==> config.mk <==
export PLATFORM = sky130hd
export DESIGN_NAME = demux1to4_stream
export DESIGN_NICKNAME = d
export VERILOG_FILES = /design/src/rtl/demux1to4_stream.sv
export SDC_FILE = /design/constraint.sdc
export NUM_CORES = 1
export LEC_CHECK = 0
export CAP_MARGIN = 0
export CORE_AREA = 3 3 67 69
export DETAILED_ROUTE_END_ITERATION = 6
export DIE_AREA = 0 0 70 72
export PLACE_DENSITY = 0.74
export SLEW_MARGIN = 20
export SYNTH_ARGS = -nofsm -noshare
export SYNTH_HDL_FRONTEND = slang
export SYNTH_SLANG_ARGS = --single-unit
==> constraint.sdc <==
create_clock -name clk -period 1.44 [get_ports clk]
set_input_delay 0.216 -clock clk [delete_from_list [all_inputs] [get_ports clk]]
set_output_delay 0.216 -clock clk [all_outputs]
set_load 0.01 [all_outputs]
==> src/rtl/demux1to4_stream.sv <==
// demux1to4_stream: registered 1:4 stream demux with select or round-robin routing
module demux1to4_stream #(
  parameter int WIDTH = 8
) (
  input  logic             clk,
  input  logic             rst_n,
  input  logic             rr_mode,
  input  logic             in_valid,
  output logic             in_ready,
  input  logic [1:0]       in_sel,
  input  logic [WIDTH-1:0] in_data,
  output logic [3:0]       out_valid,
  input  logic [3:0]       out_ready,
  output logic [WIDTH-1:0] out_data0,
  output logic [WIDTH-1:0] out_data1,
  output logic [WIDTH-1:0] out_data2,
  output logic [WIDTH-1:0] out_data3,
  output logic [1:0]       rr_ptr
);
  logic [3:0]       valid_q, valid_d;
  logic [WIDTH-1:0] data_q [4];
  logic [WIDTH-1:0] data_d [4];
  logic [1:0]       ptr_q, ptr_d;
  logic [1:0]       tgt;
  logic             accept;
  // route, accept, drain and pointer advance for the next edge
  always_comb begin
    tgt      = rr_mode ? ptr_q : in_sel;
    in_ready = ~valid_q[tgt] | out_ready[tgt];
    accept   = in_valid & in_ready;
    valid_d  = valid_q & ~out_ready;
    data_d   = data_q;
    if (accept) begin
      valid_d[tgt] = 1'b1;
      data_d[tgt]  = in_data;
    end
    ptr_d = !rr_mode ? 2'd0 : accept ? ptr_q + 2'd1 : ptr_q;
  end
  // holding registers and pointer; reset drops every held word
  always_ff @(posedge clk or negedge rst_n) begin
    if (!rst_n) begin
      valid_q <= '0;
      ptr_q   <= '0;
      data_q  <= '{default: '0};
    end else begin
      valid_q <= valid_d;
      ptr_q   <= ptr_d;
      data_q  <= data_d;
    end
  end
  assign out_valid = valid_q;
  assign out_data0 = data_q[0];
  assign out_data1 = data_q[1];
  assign out_data2 = data_q[2];
  assign out_data3 = data_q[3];
  assign rr_ptr    = rr_mode ? ptr_q : 2'd0;
endmodule

==> reports/metrics.cfg <==
[run_status]
status=complete, but fails checks
failed_checks=setup timing

[floorplanning]
top_level_ports=57
dieArea_um2=5040
coreArea_um2=3970
rows=23
die_y_um=72
die_w_um=70
start_util_pct=39.9

[sta]
fin_crit_ns=1.65
clock_skew_ns=0.00320
max_freq_mhz=607
min_period_over_period_pct=114
hold_violations=0
rsz0062_at_grt=yes
fin_ws_ns=-0.208
worst_pin_slew_ns=0.394
drv_slew=0
finalSetupViolations=35
slew_headroom_pct=73.4
setup_tns_ns=-3.77

[setup_path]
r2r_start=ptr_q[0]$_DFFE_PN0P_
critPathCaptureType=primary output
path_class=register to primary output
cp.required_ns=1.22
arrival_ns=1.43
regToRegSetupSlack_ns=-0.14
rr_worst_depth=5
crit_fanout=3
start_kind=register
r2r-end=out_data1[0]$_DFFE_PN0P_

[clocking]
root_buffer=clkbuf_8
cts_buffer_depth=2
clkTransAtPathRegs_ns=0.07
numCtsBuffers=5
h-tree-depth=2
cts_tree=built
clock_latency_ns=0.28
cts.sinks=38

[route]
drc=0
firstDrtPassIters=4
totalWireLength_mm=4.28
wire_per_inst_um=17.5
final_antenna_net_count=0
vias=1192
drt-initial-drc-count=35
post_drt_via_cell_ratio=4.87

[worst_hold_path]
hold_class=primary input to asynchronous set/reset pin

[synth]
netlist_area_um2=1590
synth_compound_area_share_pct=1.74
yosysSeqAreaShare_pct=60.0
synth_xor_area_share_pct=0
syn-num-nets=119
synth_cell_types=16
muxShareOfSynthArea_pct=28.2
synth_top_family_by_area=multiplexers
synth_simple_gate_area_share_pct=9.16
syn_avg_cell_area_um2=15.7
synth_fa_ha_area_share_pct=0
yosys_register_bits=38
synth_warnings=0
synthesis.instances=101

[cells_and_area]
area_growth_pct=69.5
utilization_pct=67.7
fill_cells=289
seq_area_um2=951
multi_input_area_um2=768
num-nets-final=213
n_antenna_cell=0
drive_gt1_share_pct=40.5

[grt]
grt_pass1_wl_mm=6.65
grt_usage_pct=17.0
antenna_found_initial=0
grt_max_degree=16
overflow=0
grt_pass1_vias=1313

[pwr]
intPower_mw=2.61
p_clk_share_pct=18.2
power_mw=3.67
p_leak_nw=1.43
ir_drop_v=0.000990
combinationalPowerShare_pct=39.7
powerDensity_nw_per_um2=1360
switchingPower_mw=1.06
p_seq_share_pct=42.1
power.share.switching_pct=28.8

[run]
maxCapViolations=0

[placed_design]
gp_congestion=0.794
dp_hpwl_mm=2.78
port_buffers=56
dp_slack_ns=-0.767

-- metal layers --
layer / routed length, um / track usage [%]
met1: 1860 / 21.5
met2: 2100 / 27.5
met3: 290 / 5.68
met4: 36 / 5.74
met5: 0 / 0
-- worst max-delay path, cell delays in order, from the launching register on --
cell     delay, ns
dfrtp_1       0.42
mux2i_4       0.21
mux2i_2       0.26
mux2i_1       0.11
buf_2         0.15
-- flip-flops by register name, indices dropped and copies added (netlist names) --
register	cells
out_data0	8
out_data1	8
out_data2	8
out_data3	8
out_valid	4
ptr_q	2
-- kinds of logic after synthesis --
logic type / count (synthesis)
AOI/OAI and AO/OA: 4
and+or+nand+nor: 16
buffers and inverters: 4
muxes: 39
DFF: 38
-- worst max path at each step --
| stage | startpoint | endpoint | slack (ns) | cells past startpoint |
|---|---|---|---|---|
| after CTS | ptr_q[0]$_DFFE_PN0P_ | in_ready | -0.21 | 4 |
| after detailed placement | rr_mode | in_ready | -0.77 | 5 |
| after global routing | ptr_q[0]$_DFFE_PN0P_ | in_ready | -0.29 | 4 |
| final | ptr_q[0]$_DFFE_PN0P_ | in_ready | -0.21 | 4 |
| after floorplan | ptr_q[1]$_DFFE_PN0P_ | out_data2[0]$_DFFE_PN0P_ | 0.02 | 4 |
| after global placement | rr_mode | in_ready | -0.69 | 5 |
-- area by class of cell --
| type | instances | share of cell area [%] |
|---|---|---|
| tap | 50 | 2.33 |
| clock inverter | 2 | 0.372 |
| multi-input combinational | 63 | 28.6 |
| inverter | 4 | 0.559 |
| clock buffer | 5 | 2.56 |
| sequential | 38 | 35.4 |
| timing repair buffer | 83 | 30.2 |
-- placed cells by master (no fill, tap or decap), drive strengths merged, types with 4 or more instances in the layout --
| master | count |
|---|---|
| dfrtp | 38 |
| clkdlybuf4s50 | 32 |
| mux2 | 32 |
| buf | 28 |
| dlymetal6s2s | 19 |
| nand2 | 7 |
| mux2i | 7 |
| clkbuf | 6 |
| nand2b | 4 |
| inv | 4 |
-- stage by stage --
step,hold WS (ns),cell area (um2),std cells
floorplan,-0.0796,1600,101
global placement,0.127,2340,223
detailed placement,0.130,2340,223
CTS,0.375,2550,239
global route,0.401,2690,245
finish,0.367,2690,245
-- cell usage after synthesis (all sizes together) --
cell type / instances / area share, %
inv: 4 / 0.95
nand3: 1 / 1.1
dfrtp: 38 / 60
o21ai: 2 / 0.63
nand4b: 1 / 1.5
nand4: 1 / 0.79
nand2: 7 / 1.7
nand2b: 4 / 1.6
mux2: 32 / 23
mux2i: 7 / 5.4
o41ai: 2 / 1.1
nand3b: 1 / 1.3
nor2: 1 / 1.3
-- power by group through the flow --
stage                     registers, mW  logic, mW  clock network (mW)
final                              1.54       1.46               0.668
after global routing               1.58       1.54               0.748
after CTS                          1.55       1.46               0.686
after detailed placement           1.56       1.35                   0
after global placement             1.54       1.33                   0
after floorplan                    1.69      0.365                   0
-- repair_timing --
action	in CTS	in global routing
setup endpoints to repair	41	57
pin swaps	3	3
resized for setup	21	28
hold buffers	1	0
cloned	2	2
hold endpoints to repair	13	0
buffers inserted	7	6
Note: power is estimated with default switching activity, not from simulation.
